[config.mk]
export PLATFORM = sky130hd
export DESIGN_NAME = sfu_issue_scheduler
export DESIGN_NICKNAME = d
export VERILOG_FILES = /design/src/rtl/sfu_issue_scheduler.sv
export SDC_FILE = /design/constraint.sdc
export NUM_CORES = 1
export LEC_CHECK = 0
export BUFFER_PORTS_ARGS = -buffer_cell sky130_fd_sc_hd__buf_2
export CORE_MARGIN = 3
export CORE_UTILIZATION = 44
export DETAILED_ROUTE_END_ITERATION = 8
export PLACE_DENSITY = 0.71
export SYNTH_ARGS = -nofsm -noshare
export SYNTH_HDL_FRONTEND = slang
export SYNTH_SLANG_ARGS = --single-unit
[constraint.sdc]
create_clock -name clk -period 1.9 [get_ports clk]
set_input_delay 0.38 -clock clk [delete_from_list [all_inputs] [get_ports clk]]
set_output_delay 0.38 -clock clk [all_outputs]
set_load 0.01 [all_outputs]
[src/rtl/sfu_issue_scheduler.sv]
// Round-robin issue scheduler sharing one SFU between NREQ requesters; one op in flight,
// done pulses LAT cycles after gnt (+1 per stalled WAIT cycle); stall freezes ISSUE and WAIT only.
module sfu_issue_scheduler #(
  parameter int NREQ      = 4,
  parameter int TAGW      = 4,
  parameter int LAT_LONG  = 8,
  parameter int LAT_SHORT = 4
) (
  input  logic                   clk,
  input  logic                   rst,
  input  logic [NREQ-1:0]        req,
  input  logic [3*NREQ-1:0]      req_selop,
  input  logic [TAGW*NREQ-1:0]   req_tag,
  input  logic                   stall,
  output logic [NREQ-1:0]        gnt,
  output logic [NREQ-1:0]        err,
  output logic                   sfu_valid,
  output logic [2:0]             sfu_selop,
  output logic [TAGW-1:0]        sfu_tag,
  output logic [NREQ-1:0]        done,
  output logic [TAGW-1:0]        done_tag,
  output logic                   busy
);

  localparam int PW = (NREQ > 1) ? $clog2(NREQ) : 1;

  typedef enum logic [2:0] {IDLE, ISSUE, WAIT, RESP, REJ} state_t;

  state_t          state_q, state_d;
  logic [PW-1:0]   rr_q, rr_d, rr_next;
  logic [PW-1:0]   w_q, win;
  logic            win_vld;
  logic [2:0]      selop_q, win_selop;
  logic [TAGW-1:0] tag_q, win_tag, done_tag_q;
  logic [7:0]      cnt_q, cnt_d, lat_m2;
  logic [NREQ-1:0] w_onehot;

  // First asserted request at or after rr_q, wrapping around.
  always_comb begin : arb
    int idx;
    win     = '0;
    win_vld = 1'b0;
    idx     = 0;
    for (int i = 0; i < NREQ; i++) begin
      idx = int'(rr_q) + i;
      if (idx >= NREQ) idx = idx - NREQ;
      if (!win_vld && req[PW'(idx)]) begin
        win_vld = 1'b1;
        win     = PW'(idx);
      end
    end
  end

  assign win_selop = req_selop[3*int'(win) +: 3];
  assign win_tag   = req_tag[TAGW*int'(win) +: TAGW];
  assign w_onehot  = NREQ'(1) << w_q;
  assign rr_next   = (w_q == PW'(NREQ-1)) ? '0 : w_q + PW'(1);
  assign lat_m2    = (selop_q <= 3'd1) ? 8'(LAT_LONG - 2) : 8'(LAT_SHORT - 2);

  always_comb begin
    state_d   = state_q;
    rr_d      = rr_q;
    cnt_d     = cnt_q;
    gnt       = '0;
    err       = '0;
    done      = '0;
    sfu_valid = 1'b0;
    sfu_selop = 3'd0;
    sfu_tag   = '0;
    case (state_q)
      IDLE: begin
        if (win_vld) state_d = (win_selop <= 3'd5) ? ISSUE : REJ;
      end
      ISSUE: begin
        sfu_valid = 1'b1;
        sfu_selop = selop_q;
        sfu_tag   = tag_q;
        if (!stall) begin
          gnt     = w_onehot;
          cnt_d   = lat_m2;
          rr_d    = rr_next;
          state_d = WAIT;
        end
      end
      WAIT: begin
        if (!stall) begin
          if (cnt_q == 8'd0) state_d = RESP;
          else               cnt_d   = cnt_q - 8'd1;
        end
      end
      RESP: begin
        done    = w_onehot;
        state_d = IDLE;
      end
      REJ: begin
        err     = w_onehot;
        rr_d    = rr_next;
        state_d = IDLE;
      end
      default: state_d = IDLE;
    endcase
  end

  always_ff @(posedge clk or negedge rst) begin
    if (!rst) begin
      state_q    <= IDLE;
      rr_q       <= '0;
      cnt_q      <= 8'd0;
      w_q        <= '0;
      selop_q    <= 3'd0;
      tag_q      <= '0;
      done_tag_q <= '0;
    end else begin
      state_q <= state_d;
      rr_q    <= rr_d;
      cnt_q   <= cnt_d;
      // Operand capture only at arbitration so in-flight ops ignore later req_* changes.
      if (state_q == IDLE && win_vld) begin
        w_q     <= win;
        selop_q <= win_selop;
        tag_q   <= win_tag;
      end
      if (state_q == WAIT && state_d == RESP) done_tag_q <= tag_q;
    end
  end

  assign done_tag = done_tag_q;
  assign busy     = (state_q != IDLE);

endmodule

==> results.json, run 1 <==
{
  "clk_latency_ps": 280,
  "wl_per_cell_um": 12.5,
  "overflow": 0,
  "clock_power_share": 0.145,
  "p_comb_frac": 0.527,
  "dp.cells": 285,
  "ys.warnings.count": 0,
  "ff_latch_area_um2": 653,
  "fp.dieH_um": 67.2,
  "drive_gt1_frac": 0.408,
  "internal_power_mw": 1.96,
  "vdd_ir_drop_max_uv": 710,
  "hold_viol_final": 0,
  "synthArstFlopShare": 1.00,
  "h-tree-depth": 1,
  "diodes": 0,
  "most-common-layout-cells": "buf_2, dfrtp_1, nand2_1, and2_1, o21ai_0",
  "ys_top_cells_by_area": "dfrtp_1, mux2i_1, and2_1",
  "syn_inst": 176,
  "finalSetupViolations": 0,
  "area.growth.synth_to_final_pct": 33.5,
  "cts_tree": "done",
  "final_nets": 291,
  "postPlaceCellArea_mm2": 0.00205,
  "num_rows": 21,
  "gp_congestion": 0.793,
  "seq_power_share": 0.327,
  "dr.first_iter.drc_count": 39,
  "synth_fp_nets": 216,
  "switching_share": 0.390,
  "yosysUniqueCellTypes": 35,
  "slew_headroom": 0.605,
  "synth_top_area_cell": "dfrtp_1",
  "cts_root_buf": "clkbuf_8",
  "p_total_mw": 3.21,
  "multi_input_area_um2": 991,
  "cap_viol_max_count": 0,
  "hold_buffers": 0,
  "cts_buffers": 3,
  "dieWidth_um": 67.2,
  "ios": 60,
  "fin_area_mm2": 0.00220,
  "ys_seq_area_frac": 0.394,
  "die_area_mm2": 0.00452,
  "final_common_cell": "buf_2",
  "synth_edf_count": 0,
  "portBuffers": 59,
  "p_leak_nw": 1.14,
  "drt_drc_violations_left": 0,
  "fp.coreArea_mm2": 0.00347,
  "post-place-ws_ps": 26.1,
  "grt_pass1_wl_um": 5950,
  "skew_ps": 2.79,
  "routed-via-count": 1486,
  "setup_tns_ps": 0,
  "crit_fanout": 8,
  "cts.clk_slew.worst_paths_ps": 90,
  "antenna_found_initial": 0,
  "netlist.area_leader.share": 0.394,
  "clkSinkCount": 26,
  "postLayoutCoreUtil": 0.635,
  "cts.path.max_buffers": 2,
  "max_freq_mhz": 541,
  "critPathCaptureType": "primary output",
  "finalMaxSlewViolations": 0,
  "layout_min_cycle_time_ps": 1850,
  "min_period_over_period": 0.973,
  "ant_nets": 0,
  "grt_max_degree": 27,
  "synth_ff_type": "dfrtp_1",
  "nFillCells": 321,
  "wirelength_um": 3700,
  "timing.final.ws_setup_ps": 51.8,
  "path_class": "flip-flop to primary output",
  "grt_use_total": 0.171,
  "tightest_slew_ps": 592,
  "post-dp-hpwl_um": 2770,
  "netSwitchingPower_mw": 1.25,
  "start_kind": "flip-flop",
  "syn-cell-area_mm2": 0.00165,
  "start_util": 0.476,
  "worstPathArrival_ps": 1470,
  "setup.worst_path.start": "state_q[2]",
  "first_pass_iters": 4,
  "synth-seq-cells": 26,
  "r2r_start": "cnt_q[5]",
  "grt_pass1_vias": 1357,
  "status": "complete, no violations",
  "whs_ps": 93.9,
  "syn_area_per_cell_um2": 9.38,
  "power_density_mw_per_mm2": 1460,
  "crit_required_ps": 1520,
  "via_per_inst": 5.02,
  "final_cells": 296,
  "hp-class": "input pin to async pin"
}
==> sequential cells by signal, indices dropped and copies added, names as in the netlist <==
name	flops
rr_q	2
selop_q	3
state_q	3
w_q	2
tag_q	4
cnt_q	8
done_tag	4
==> final timing paths <==
path | to | slack, ps | cells past startpoint
worst min-delay path | cnt_q[2] | 90 | 1
max in group asynchronous | state_q[2] | 1380 | 1
worst max-delay path | gnt[2] | 50 | 4
worst max register to register | cnt_q[6] | 110 | 7
min in group clk | state_q[0] | 420 | 3
worst min register to register | selop_q[0] | 500 | 2
==> synthesized netlist by cell type (2+ instances only) <==
library cell  number
xnor2_1            2
mux2i_1           12
dfrtp_1           26
or3_1              2
inv_1              4
clkbuf_1           3
o21ai_0           17
o31ai_1            3
nor3_1             5
xor2_1             3
a21oi_1            5
mux2_1             3
ha_1               5
nand2_1           23
nor3b_1            2
nand2b_1           4
mux2_2             9
nor2_1            11
and2_1            19
buf_2              2
nor4b_1            2
==> layer usage <==
layer	GRT usage	up-vias	wire [um]
li1	-	750	-
met1	0.235	686	1710
met2	0.269	46	1690
met3	0.0366	4	262
met4	0.0532	0	38
met5	0	-	0
==> cell type report <==
| class | instances | share of cell area |
|---|---|---|
| flip-flops and latches | 26 | 0.296 |
| repair buffers | 75 | 0.189 |
| clock inverters | 1 | 0.0136 |
| inverters | 4 | 0.00681 |
| clock buffers | 3 | 0.0187 |
| well taps | 46 | 0.0261 |
| multi-input cells | 141 | 0.450 |
==> logic make-up after synthesis <==
kind of cell	after synthesis	synth area share
xor+xnor	5	0.0265
fa+ha+maj	5	0.0379
mux	24	0.155
simple gates	76	0.251
compound gates	30	0.107
buf+inv	10	0.0288
flops	26	0.394
==> what timing repair did <==
| action | in CTS | in global routing |
|---|---|---|
| buffers inserted | 0 | 6 |
| gates cloned | 0 | 1 |
| pin swaps | 0 | 3 |
| gates resized for setup | 4 | 4 |
| setup endpoints to repair | 8 | 27 |
==> power by group through the flow <==
stage	Clock, mW	Combinational, mW	Sequential, mW
after global routing	0.494	1.90	1.10
after CTS	0.481	1.59	1.06
after detailed placement	0	1.57	1.06
after global placement	0	1.54	1.06
final	0.466	1.69	1.05
after floorplan	0	1.10	1.00
==> worst max-delay path, cell delays in order (launching register included) <==
cell	delay [ps]
dfrtp_2	470
nor4b_4	310
buf_4	170
and2_1	120
buf_2	120
(Power assumes the default switching activity.)
==> inputs of run 2 (changes only) <==
Settings changed: BUFFER_PORTS_ARGS -buffer_cell sky130_fd_sc_hd__buf_2 to -buffer_cell sky130_fd_sc_hd__clkbuf_2.
==> run 2 against run 1 <==
Total power fell by 2.6%. Wire length grew 2.5%. Flip-flop and latch count stayed put. Utilization down 0.29 points. Clock-buffer cell count did not move.
==> results.json, run 2 (synthesis gave the netlist of run 1 again) <==
{
  "min_period_over_period": 0.968,
  "grt_pass1_vias": 1449,
  "skew_ps": 4.86,
  "tightest_slew_ps": 638,
  "routed-via-count": 1472,
  "cts.path.max_buffers": 2,
  "crit_required_ps": 1520,
  "hold_buffers": 0,
  "r2r-end": "state_q[0]",
  "largest-register": "cnt_q",
  "fp.coreArea_mm2": 0.00347,
  "cts_buffers": 3,
  "final_common_cell": "clkbuf_2",
  "drive_gt1_frac": 0.407,
  "cap_viol_max_count": 0,
  "status": "complete, no violations",
  "finalSetupViolations": 0,
  "final_nets": 288,
  "h-tree-depth": 1,
  "cts_root_buf": "clkbuf_8",
  "r2r_cells": 8,
  "critPathCaptureType": "primary output",
  "postLayoutCoreUtil": 0.632,
  "post-dp-hpwl_um": 2970,
  "clk_latency_ps": 260,
  "r2r_start": "rr_q[1]",
  "gp_congestion": 0.791,
  "grt_use_total": 0.173,
  "wirelength_um": 3790,
  "ant_nets": 0,
  "overflow": 0,
  "diodes": 0,
  "path_class": "flip-flop to primary output",
  "largest_reg_flops": 8,
  "max_freq_mhz": 544,
  "start_kind": "flip-flop",
  "hp-class": "input pin to async pin",
  "dr.first_iter.drc_count": 45,
  "whs_ps": 118,
  "grt_max_degree": 27,
  "clkSinkCount": 26,
  "power_density_mw_per_mm2": 1430,
  "die_area_mm2": 0.00452,
  "drt_drc_violations_left": 0,
  "layout_min_cycle_time_ps": 1840,
  "start_util": 0.476,
  "vdd_ir_drop_max_uv": 702,
  "p_leak_nw": 1.11,
  "wl_per_cell_um": 13.0,
  "fp.dieH_um": 67.2,
  "num_rows": 21,
  "ff2ff_setup_slack_ps": 70,
  "hold_viol_final": 0,
  "slew_headroom": 0.575,
  "most-common-layout-cells": "clkbuf_2, dfrtp_1, nand2_1, and2_1, o21ai_0",
  "area.growth.synth_to_final_pct": 32.9,
  "cts.clk_slew.worst_paths_ps": 90,
  "antenna_found_initial": 0,
  "grt_pass1_wl_um": 6080,
  "portBuffers": 59,
  "cts_tree": "done",
  "dieWidth_um": 67.2,
  "first_pass_iters": 4,
  "via_per_inst": 5.04,
  "finalMaxSlewViolations": 0,
  "ios": 60,
  "worstPathArrival_ps": 1460,
  "crit_fanout": 6
}
run 2: changes by cell type in the layout (fill, tap and decap cells not counted):
cell | previous run | this run
nor2_2 | 1 | 0
buf_4 | 16 | 12
or3_1 | 2 | 1
or3_4 | 0 | 1
nor3_1 | 4 | 3
buf_2 | 59 | 0
bufinv_16 | 1 | 0
clkbuf_2 | 0 | 59
buf_12 | 0 | 2
nor3_4 | 0 | 1
run 2: routing by layer:
metal | global-route usage | vias up | routed length (um)
met5 | 0 | - | 0
met2 | 0.320 | 45 | 1900
li1 | - | 742 | -
met1 | 0.201 | 681 | 1610
met3 | 0.0416 | 4 | 250
met4 | 0.0380 | 0 | 31
run 2: worst max-delay path by stage:
| stage | startpoint | end | slack, ps | cells after the start |
|---|---|---|---|---|
| 2_1_floorplan | state_q[1] | sfu_selop[0] | 140 | 3 |
| 3_3_place_gp | req[3] | state_q[0] | 40 | 8 |
| 3_5_place_dp | req[3] | state_q[0] | 20 | 8 |
| 4_1_cts | state_q[1] | gnt[0] | 0.1 | 4 |
| 5_1_grt | rr_q[1] | state_q[0] | -10 | 8 |
| 6_report | state_q[1] | gnt[0] | 60 | 4 |
run 2: repair_timing:
action	CTS	global route
resized for setup	3	8
pin swaps	0	3
setup buffers	0	4
endpoints found under the setup margin	8	24
endpoints found under the hold margin	0	0
gates cloned	0	0
run 2: per-stage QoR:
step / worst slack, ps / std cells / setup TNS, ps / power [mW] / instance area, um^2
2_1_floorplan: 142 / 176 / 0 / 2.10 / 1650
3_3_place_gp: 36.0 / 285 / 0 / 2.60 / 2050
3_5_place_dp: 23.0 / 285 / 0 / 2.65 / 2050
4_1_cts: 0.111 / 288 / 0 / 2.97 / 2100
5_1_grt: -11.8 / 292 / -17.6 / 3.40 / 2190
6_report: 61.2 / 292 / 0 / 3.13 / 2190
run 2: power breakdown:
part	total, mW	internal, mW	switching (mW)
Combinational	1.75	0.895	0.854
Clock	0.305	0.142	0.164
Sequential	1.07	0.818	0.257
run 2: area by class of cell:
| class | count | area (um^2) |
|---|---|---|
| Clock buffer | 3 | 41.3 |
| Fill cell | 322 | 1270 |
| Inverter | 4 | 15.0 |
| Multi-Input combinational cell | 140 | 1000 |
| Sequential cell | 26 | 653 |
| Tap cell | 46 | 57.6 |
| Timing Repair Buffer | 73 | 425 |
run 2: worst max-delay path, stage by stage (launching register included):
cell and delay [ps]:
dfrtp_2 480, nor4b_4 290, buf_4 170, and2_1 130, clkbuf_2 130
==> inputs of run 3 (changes only) <==
Settings changed: CELL_PAD_IN_SITES_DETAIL_PLACEMENT set to 1, CELL_PAD_IN_SITES_GLOBAL_PLACEMENT set to 1, CORE_UTILIZATION 44 to 33, PLACE_DENSITY 0.71 to 0.72.
==> run 3 against run 2 <==
Sequential power about the same. Cell count up 7.9%. Die area up 30%. Largest cell class unchanged. Wire length up 13%. Critical endpoint unchanged. Via count up 2.8%. Register-to-register slack better by 40 ps. Critical path type unchanged. Fmax about the same. Total power up 1.5%.
==> results.json, run 3 (synthesis gave the netlist of run 1 again) <==
{
  "status": "complete, no violations",
  "skew_ps": 1.31,
  "fp.coreArea_mm2": 0.00479,
  "largest_reg_flops": 8,
  "routed-via-count": 1513,
  "most-common-layout-cells": "clkbuf_2, nand2_1, dfrtp_1, o21ai_0, and2_1",
  "portBuffers": 59,
  "via_per_inst": 4.80,
  "power_density_mw_per_mm2": 1410,
  "hp-class": "input pin to async pin",
  "overflow": 0,
  "r2r_cells": 8,
  "wl_per_cell_um": 13.6,
  "vdd_ir_drop_max_uv": 472,
  "num_rows": 25,
  "wirelength_um": 4270,
  "layout_min_cycle_time_ps": 1840,
  "clkSinkCount": 26,
  "ant_nets": 0,
  "path_class": "flip-flop to primary output",
  "area.growth.synth_to_final_pct": 36.4,
  "tightest_slew_ps": 663,
  "drt_drc_violations_left": 0,
  "dr.first_iter.drc_count": 23,
  "start_kind": "flip-flop",
  "cts_buffers": 3,
  "slew_headroom": 0.558,
  "final_common_cell": "clkbuf_2",
  "drive_gt1_frac": 0.423,
  "finalMaxSlewViolations": 0,
  "whs_ps": 115,
  "dieWidth_um": 76.7,
  "postLayoutCoreUtil": 0.470,
  "p_leak_nw": 1.13,
  "die_area_mm2": 0.00589,
  "timing.final.ws_setup_ps": 62.8,
  "cts.clk_slew.worst_paths_ps": 90,
  "ff2ff_setup_slack_ps": 110,
  "crit_required_ps": 1520,
  "nFillCells": 571,
  "min_period_over_period": 0.967,
  "diodes": 0,
  "post-dp-hpwl_um": 3340,
  "fp.dieH_um": 76.7,
  "ios": 60,
  "start_util": 0.345,
  "cts_root_buf": "clkbuf_8",
  "crit_fanout": 7,
  "cap_viol_max_count": 0,
  "hold_viol_final": 0,
  "gp_congestion": 0.724,
  "first_pass_iters": 2,
  "grt_use_total": 0.151,
  "hold_buffers": 0,
  "h-tree-depth": 1,
  "finalSetupViolations": 0,
  "r2r-end": "state_q[0]",
  "r2r_start": "rr_q[1]",
  "cts.path.max_buffers": 2,
  "setup.worst_path.start": "state_q[1]",
  "clk_latency_ps": 280,
  "p_total_mw": 3.18,
  "largest-register": "cnt_q",
  "final_nets": 289,
  "worstPathArrival_ps": 1460,
  "antenna_found_initial": 0,
  "grt_pass1_wl_um": 7350,
  "cts_tree": "done",
  "grt_pass1_vias": 1585,
  "post-place-ws_ps": 47.3,
  "critPathCaptureType": "primary output",
  "grt_max_degree": 27,
  "max_freq_mhz": 544
}
-- run 3: cell count changes in the layout (fill, tap and decap cells not counted), sizes merged --
| cell | before | now |
|---|---|---|
| buf | 14 | 19 |
| clkbuf | 62 | 59 |
-- run 3: what timing repair did --
action | 4_1_cts | 5_1_grt
resized for setup | 4 | 18
endpoints found under the hold margin | 0 | 0
setup endpoints to repair | 4 | 22
pin swaps | 0 | 2
buffers inserted | 0 | 4
-- run 3: layout make-up --
type / count / area (um^2) / area share
clock buffers: 4 / 55.1 / 0.0245
repair buffers: 74 / 445 / 0.198
multi-input cells: 140 / 996 / 0.442
flip-flops and latches: 26 / 656 / 0.291
inverters: 4 / 15.0 / 0.00667
well taps: 67 / 83.8 / 0.0372
-- run 3: where the power goes --
part	total [mW]	internal (mW)	leakage (nW)	switching [mW]
clock	0.373	0.186	0.0288	0.187
combinational	1.74	0.870	0.778	0.872
sequential	1.06	0.822	0.326	0.238
total	3.18	1.88	1.13	1.30
-- run 3: how the worst max path moves through the flow --
stage | slack (ps) | end | cells past startpoint
finish | 60 | gnt[0] | 4
floorplan | 140 | sfu_selop[0] | 3
CTS | 0.3 | gnt[0] | 4
global placement | 80 | state_q[0] | 8
detailed placement | 50 | state_q[0] | 8
global route | -9 | state_q[0] | 8
-- run 3: per-stage QoR --
step / TNS, ps / area (um^2) / std cells
CTS: 0 / 2160 / 311
global placement: 0 / 2090 / 307
floorplan: 0 / 1650 / 176
global route: -10.5 / 2250 / 315
detailed placement: 0 / 2090 / 307
finish: 0 / 2250 / 315
-- run 3: critical path: stages, from the launching register on --
cell	delay (ps)
dfrtp_2	470
nor4b_4	290
buf_4	180
and2_4	140
buf_6	90
-- run 3: layer usage --
| metal | share of wire | GRT usage | up-vias |
|---|---|---|---|
| met5 | 0 | 0 | - |
| li1 | - | - | 744 |
| met3 | 0.058 | 0.0317 | 5 |
| met1 | 0.42 | 0.180 | 721 |
| met4 | 0.015 | 0.0543 | 0 |
| met2 | 0.50 | 0.266 | 43 |
